--- src/rtl/bnn_cmd_sched.sv ---
// BNN command scheduler: queues core-pushed BNN commands, expands repeats into
// address-stepped issues, and arbitrates the shared BNN port against core loads/stores.
module bnn_cmd_sched #(
  parameter int unsigned DEPTH = 8
) (
  input  logic        clk,
  input  logic        rst,
  input  logic        c_req,
  input  logic        c_we,
  input  logic [3:0]  c_be,
  input  logic [31:0] c_addr,
  input  logic [31:0] c_wdata,
  output logic        c_gnt,
  output logic        c_rvalid,
  output logic [31:0] c_rdata,
  input  logic        q_valid,
  output logic        q_ready,
  input  logic [12:0] q_addr,
  input  logic [3:0]  q_be,
  input  logic [31:0] q_wdata,
  input  logic [7:0]  q_rpt,
  input  logic        q_flush,
  output logic        m_b_req,
  output logic        m_p_req,
  output logic        m_we,
  output logic [3:0]  m_be,
  output logic [31:0] m_addr,
  output logic [31:0] m_wdata,
  input  logic        m_gnt,
  input  logic        m_rvalid,
  input  logic [31:0] m_rdata,
  output logic        busy,
  output logic        act_valid,
  output logic [31:0] act_data
);

  localparam int unsigned AW = $clog2(DEPTH);

  typedef struct packed {
    logic [12:0] addr;
    logic [3:0]  be;
    logic [31:0] wdata;
    logic [7:0]  rpt;
  } cmd_t;

  typedef enum logic [1:0] {IDLE, ISSUE, ACTW} state_e;

  cmd_t          mem_q [DEPTH];
  logic [AW-1:0] wr_ptr_q, wr_ptr_d, rd_ptr_q, rd_ptr_d;
  logic [AW:0]   count_q, count_d;
  logic [7:0]    rcnt_q, rcnt_d;
  state_e        state_q, state_d;
  logic          core_prio_q, core_prio_d;
  logic          owner_core_q, owner_core_d;
  logic [31:0]   act_data_q, act_data_d;

  cmd_t        head;
  logic        full, bnn_pend, core_wins, p_gnt, b_gnt, pop, push, head_is_act;
  logic [12:0] seq_addr;

  assign head = mem_q[rd_ptr_q];

  always_comb begin
    full        = (count_q == (AW+1)'(DEPTH));
    bnn_pend    = (state_q == ISSUE);
    // Contested cycles alternate; core_prio_q remembers who lost the last one.
    core_wins   = c_req & (~bnn_pend | core_prio_q);
    p_gnt       = ~rst & m_gnt & c_req & core_wins;
    b_gnt       = ~rst & m_gnt & bnn_pend & ~core_wins;
    pop         = b_gnt & (rcnt_q == head.rpt);
    push        = q_valid & q_ready & ~q_flush;
    head_is_act = head.addr[12] & ~head.addr[8] & (head.addr[3:2] == 2'b11);
    seq_addr    = head.addr + (head.addr[12] ? 13'd0 : {3'b000, rcnt_q, 2'b00});
  end

  assign q_ready   = ~full | pop;
  assign c_gnt     = p_gnt;
  assign m_p_req   = p_gnt;
  assign m_b_req   = b_gnt;
  assign m_we      = p_gnt & c_we;
  assign m_be      = core_wins ? c_be : head.be;
  assign m_addr    = core_wins ? c_addr : {19'b0, seq_addr};
  assign m_wdata   = core_wins ? c_wdata : head.wdata;
  assign c_rvalid  = ~rst & m_rvalid & owner_core_q;
  assign c_rdata   = m_rdata;
  assign act_valid = (state_q == ACTW) & m_rvalid & ~owner_core_q;
  assign act_data  = act_data_q;
  assign busy      = ~rst & ((count_q != '0) | (state_q == ACTW) | ~m_gnt);

  always_comb begin
    wr_ptr_d     = wr_ptr_q;
    rd_ptr_d     = rd_ptr_q;
    count_d      = count_q + (AW+1)'(push) - (AW+1)'(pop);
    rcnt_d       = rcnt_q;
    core_prio_d  = core_prio_q;
    owner_core_d = owner_core_q;
    act_data_d   = act_data_q;
    if (push) wr_ptr_d = wr_ptr_q + AW'(1);
    if (pop)  rd_ptr_d = rd_ptr_q + AW'(1);
    if (b_gnt) rcnt_d = pop ? '0 : rcnt_q + 8'd1;
    // Flush drops queued work but the command granted this cycle still goes out.
    if (q_flush) begin
      wr_ptr_d = '0;
      rd_ptr_d = '0;
      count_d  = '0;
      rcnt_d   = '0;
    end
    if (m_gnt & c_req & bnn_pend) core_prio_d = ~core_wins;
    if (p_gnt)      owner_core_d = 1'b1;
    else if (b_gnt) owner_core_d = 1'b0;
    if (act_valid) act_data_d = m_rdata;

    if (b_gnt & head_is_act)                    state_d = ACTW;
    else if ((state_q == ACTW) & ~act_valid)    state_d = ACTW;
    else                                        state_d = (count_d != '0) ? ISSUE : IDLE;
  end

  always_ff @(posedge clk or posedge rst) begin
    if (rst) begin
      wr_ptr_q     <= '0;
      rd_ptr_q     <= '0;
      count_q      <= '0;
      rcnt_q       <= '0;
      state_q      <= IDLE;
      core_prio_q  <= 1'b1;
      owner_core_q <= 1'b0;
      act_data_q   <= '0;
    end else begin
      wr_ptr_q     <= wr_ptr_d;
      rd_ptr_q     <= rd_ptr_d;
      count_q      <= count_d;
      rcnt_q       <= rcnt_d;
      state_q      <= state_d;
      core_prio_q  <= core_prio_d;
      owner_core_q <= owner_core_d;
      act_data_q   <= act_data_d;
    end
  end

  always_ff @(posedge clk) begin
    if (push) mem_q[wr_ptr_q] <= {q_addr, q_be, q_wdata, q_rpt};
  end

endmodule

--- config.mk ---
export PLATFORM = sky130hd
export DESIGN_NAME = bnn_cmd_sched
export DESIGN_NICKNAME = d
export VERILOG_FILES = /design/src/rtl/bnn_cmd_sched.sv
export SDC_FILE = /design/constraint.sdc
export NUM_CORES = 1
export LEC_CHECK = 0
export BUFFER_PORTS_ARGS = -buffer_cell sky130_fd_sc_hd__buf_4
export CAP_MARGIN = 0
export CORE_MARGIN = 2
export CORE_UTILIZATION = 40
export DETAILED_ROUTE_END_ITERATION = 7
export RECOVER_POWER = 25
export SLEW_MARGIN = 20
export SYNTH_ARGS = -nofsm -noshare
export SYNTH_HDL_FRONTEND = slang
export SYNTH_SLANG_ARGS = --single-unit
--- constraint.sdc ---
create_clock -name clk -period 9.3 [get_ports clk]
set_clock_uncertainty 0.15 [all_clocks]
set_input_delay 1.86 -clock clk [delete_from_list [all_inputs] [get_ports clk]]
set_output_delay 1.86 -clock clk [all_outputs]
set_load 0.02 [all_outputs]
# == Word-level counts from Yosys, hierarchy flattened ==
# Memories as Yosys holds them, arrays and structs flattened.
# Index checks and enable logic that the tools add are counted.
# word_totals
ram_bits,456
latchBits,0
n_memories,1
elab_cells,79
romBits,0
inputBits,165
register_bits,54
# mem_list
name,words,word_bits,read_ports,rd_ports_with_merged_regs,wr,line_no,source
mem_q,8,57,1,0,1,48,cmd_t mem_q [DEPTH];
# op_classes
n_mux,19
reduce_logical,6
multipliers,0
add_sub_neg,6
shifts,0
n_bitwise,34
n_eq_ne,5
order_cmp,0
div_mod_pow,0
# ops
cell,n
2-to-1 mux 32 bit,2
2-to-1 mux 8 bit,3
bitwise AND 1 bit,21
adder 13 x 10 -> 13 bit,1
2-to-1 mux 3 bit,4
2-to-1 mux 10 bit,1
inverter 1 bit,9
adder 8 x 1 -> 8 bit (second input constant),1
equality test 8 bit,1
2-to-1 mux 4 bit,2
nonzero test 2 bit,4
nonzero test 4 bit,2
adder 3 x 1 -> 3 bit (second input constant),2
2-to-1 mux 1 bit,5
adder 4 x 1 -> 4 bit,1
equality test 2 bit (second input constant),2
equality test 4 bit (second input constant),1
2-to-1 mux 2 bit,2
bitwise OR 1 bit,4
subtractor 4 x 1 -> 4 bit,1
equality test 2 x 1 -> 1 bit (second input constant),1

# == Depth between registers and ports, before layout ==
# depth
word_depth,17
depth_mapped,19
mapped_depth_nobuf,16

# == Worst setup path before layout ==
# Ideal clock, no wire load.
# synth_timing
path_type,in2reg
startpoint,in rst
endpoint,"mem mem_q[1][0] (netlist name), enable pin"
arrival_time_ns,8.833
n_path_buf,0
setup_time_ns,0.634
cell_stages,7
path_slack_ns,-0.317
cell_sequence,nor3b_1 -> nand2_1 -> clkinv_1 -> o211ai_1 -> nor4_4 -> o21ai_2 -> nor4b_1
# synth_between
elab_chain_len,10
# synth_lines
item,line_no,source
from (decl),7,"input logic rst,"
inverter 1 bit,69,b_gnt = ~rst & m_gnt & bnn_pend & ~core_wins;
bitwise AND 1 bit (3 in series),69,
named net m_b_req,23,"output logic m_b_req,"
bitwise AND 1 bit,70,pop = b_gnt & (rcnt_q == head.rpt);
bitwise OR 1 bit,76,assign q_ready = ~full | pop;
bitwise AND 1 bit (2 in series),71,push = q_valid & q_ready & ~q_flush;
2-to-1 mux 1 bit,141,"if (push) mem_q[wr_ptr_q] <= {q_addr, q_be, q_wdata, q_rpt};"
2-to-1 mux 1 bit (implied by the code),141,
to (decl),48,
# The timed path passes the listed nets, and every way through them passes these cells.

# == Worst setup path after layout ==
# layout_timing
startpoint,reg rd_ptr_q[0]
endpoint,out m_addr[12]
# layout_between
elab_chain_len,4
# layout_lines
item,line_no,source
from (decl),49,"logic [AW-1:0] wr_ptr_q, wr_ptr_d, rd_ptr_q, rd_ptr_d;"
from (signal assigned),130,rd_ptr_q <= rd_ptr_d;
memory (8 x 57 bit) *,-,
2-to-1 mux 10 bit,73,"seq_addr = head.addr + (head.addr[12] ? 13'd0 : {3'b000, rcnt_q, 2'b00});"
adder 13 x 10 -> 13 bit *,73,
2-to-1 mux 32 bit *,82,"assign m_addr = core_wins ? c_addr : {19'b0, seq_addr};"
to (decl),27,"output logic [31:0] m_addr,"
# Mark *: on every way between the ends. The rest lies on a longest branch, timed or not.

==> metrics.cfg <==
[global_routing]
vias_in_the_first_global_route=11800
global_route_wire_length_before_repair_um=72300
number_of_antenna_violations_at_the_first_check_in_global_routing=6
track_usage_pct=18.0
grt_start_max_net_pins=73
globalRoute.totalOverflow=0

[place]
globalplace.congestion=0.739
dpl.hpwl_um=28700
dpl-instance-area_um2=23700
numPortBuffers=304

[timing]
hold_violations=0
max_slew.worst_pin.slew_ns=1.10
finalCriticalPeriod_ns=7.58
finalSetupViolCount=0
period_share_pct=81.5
setup_tns_ns=0
slew_viol_final=0
unrepaired_setup_endpoints_after_global_routing=no
max-slew-margin-rel_pct=26.5
clock.fmax_ghz=0.132

[critical_path]
worst_r2r_endpoint=mem_q[7][29]$_DFFE_PP_
worstSetupPathType=flop to output port
crit_slowest_cell=dfrtp_4
worst-path-buf-inv=3
path_cells=buf_4 -> buf_4 -> mux4_2 -> nand2_1 -> nand2_1 -> ha_1 -> or3_1 -> o21ai_0 -> a2111oi_0 -> xor2_1 -> o21ai_0 -> buf_4
critPathMostFrequentCell=buf_4
crit_family=buffers and inverters
r2r-start=rd_ptr_q[1]$_DFFE_PP0P_
worst_setup_path_end_kind=output port
cp_data_arrival_time_ns=5.57
timing.reg2reg.setup_slack_ns=3.71
reg2reg_depth=9
cp.required_ns=7.29
worst_stage_delay_on_the_critical_path_ns=0.96
critical_path_peak_fanout=41
crit_path_launch=rd_ptr_q[0]$_DFFE_PP0P_
crit_path_launch_type=flop

[pwr]
power_switching_mw=1.35
seq_power_share_pct=47.9
switching_share_pct=24.4
pwr_density_cell_nw_per_um2=219
max_vdd_drop_mv=0.148
cellInternalPower_mw=4.19
power_frac_clock_pct=38.9
pwr-share-comb_pct=13.1
p_leak_nw=8.94

[clock_network]
numCtsBuffers=52
clk_pin_slew_ns=0.06
cts_tree=yes
post_cts.repair.setup_buffers=0
cts_hold_repair.buffers=0
cts_max_level=2
clockBufferDepth=3
post_cts_sizing=0
clock-root-buffer=clkbuf_16
clk-insertion-delay-late_ns=0.61
cts.sink_count=510

[floorplan]
initial_core_util_pct=40.6
core_region_area_um2=51500
io_pins=305
dieArea_um2=54100
fp.dieW_um=233
placementRows=83
die_h_um=233

[job]
max_cap_violations=0

[min_path]
hold-path-endpoint=act_data[7]$_DFFE_PP0P_
timing.hold.worst.start=act_data[7]$_DFFE_PP0P_
hp-class=flop to flop
min_delay_path_depth=1

[synth]
synth_top_cell_by_area=edfxtp_1
yosys-top-cells-area=edfxtp_1 (66%), mux4_2 (12%), dfrtp_1 (6.3%)
synth_top_cell_area_share_pct=65.5
synth_seq_area_share_pct=72.0
edff_count_synth=456
async_flop_share_pct=10.6
distinct_cell_type_count_after_synthesis=56
synthesis.nets=1361
yosysWarnings=0
synth.cell_area_um2=20900
netlist_instances=1177
yosys_register_bits=510
syn_area_per_cell_um2=17.8
synth_top_flop_cell=edfxtp_1

[final_layout]
layout.nets=1644
layout_common_cells=edfxtp_1 (456), buf_4 (280), nand2_1 (117), mux4_2 (108), nor2_1 (56)
multi_input_comb_area_um2=5360
fin_area_um2=25400
filler_cell_count=4366
layout.cells.most_common=edfxtp_1
layout-drive-gt1-share_pct=34.5
area_growth_syn_to_layout_pct=21.4
area.sequential_um2=15100

[detailed_routing]
drc=0
vias=11400
postRouteWirelength_um=49000
route.detailed.wl_per_inst_um=22.4
drt_pass1_iterations=5
ant_nets=0
avgViaCountPerCell=5.23
drt_iter0_drcs=748

[status]
run_status=completed

routing by layer:
metal / global-route usage [%] / vias to the layer above / routed length, um
li1: - / 5141 / -
met1: 23.1 / 5859 / 20200
met2: 31.4 / 373 / 24700
met3: 3.47 / 59 / 3160
met4: 4.60 / 4 / 857
met5: 0 / - / 23
state kept, by name, summed over array words and instances, names as in the netlist:
name,count
mem_q,456
act_data,32
rcnt_q,8
count_q,4
rd_ptr_q,3
wr_ptr_q,3
state_q,2
core_prio_q,1
owner_core_q,1
worst max path at each step:
| stage | endpoint | slack [ns] | cells after the start |
|---|---|---|---|
| global placement | m_addr[12] | 2.22 | 12 |
| global route | m_addr[12] | 1.17 | 12 |
| floorplan | mem_q[3][0]$_DFFE_PP_ | 0.09 | 7 |
| detailed placement | m_addr[12] | 2.18 | 12 |
| finish | m_addr[12] | 1.72 | 12 |
| CTS | m_addr[12] | 1.52 | 12 |
metrics by stage:
step | hold WS, ns | utilization [%] | cells | total power, mW | setup slack, ns
2_1_floorplan | 0.366 | - | 1177 | 3.10 | 0.0908
3_3_place_gp | 0.340 | 46.1 | 2086 | 3.44 | 2.22
3_5_place_dp | 0.347 | 46.1 | 2086 | 3.45 | 2.18
4_1_cts | 0.360 | 49.5 | 2183 | 5.62 | 1.52
5_1_grt | 0.374 | 49.2 | 2184 | 5.75 | 1.17
6_report | 0.358 | 49.3 | 2186 | 5.54 | 1.72
power groups by stage:
stage	sequential, mW	clock (mW)	combinational (mW)
after floorplan	2.74	0	0.358
after global placement	2.70	0	0.738
after detailed placement	2.71	0	0.746
after CTS	2.66	2.21	0.749
after global routing	2.67	2.30	0.784
final	2.66	2.16	0.728
synthesized netlist by cell type, types with 2 or more instances:
cell,number
a22oi_1,6
mux4_2,108
and3_1,7
dfrtp_1,53
nand3b_1,2
nor2_1,57
nor4_1,4
nor3_1,11
and2_1,28
clkbuf_1,35
ha_1,17
nand3_1,7
nand4_1,4
nand2b_1,4
a31oi_1,39
o21a_1,2
edfxtp_1,456
xnor2_1,8
buf_2,13
o211ai_1,3
a21o_1,5
fa_1,2
o21ai_0,8
xor2_1,15
mux2_2,32
nand2_1,117
buf_6,4
nor2b_1,10
a21oi_1,20
buf_1,4
nor4b_2,2
mux2i_1,21
o21ai_1,2
inv_1,15
buf_4,35
worst reg2reg max path, delay by kind of cell, from the launching register on:
family                    cells  cell delay, ns
muxes                         2            0.75
DFF                           1            0.78
xor gates and xnor gates      1            0.19
and+or+nand+nor               2            1.31
buffers and inverters         2            1.54
AOI/OAI and AO/OA             2            0.50
cell type report:
type	count	share of cell area, %
multi-input combinational	558	21.1
antenna	3	0.0296
sequential	510	59.3
clock buffer	60	5.25
clock inverter	37	1.76
timing repair buffer	321	8.89
inverter	17	0.252
tap	680	3.35
cells by family (layout without fill, tap and decap cells):
family	after synthesis	in the layout	share of synthesized area, %
flip-flops	510	510	72.0
AND/OR/NAND/NOR	260	260	5.81
buffers and inverters	109	435	2.81
AO/OA/AOI/OAI	95	95	2.86
other	0	3	0
multiplexers	161	161	14.4
adder cells (fa/ha/maj)	19	19	1.21
XOR/XNOR	23	23	0.964
No activity file was read; power rests on OpenSTA's default activity.
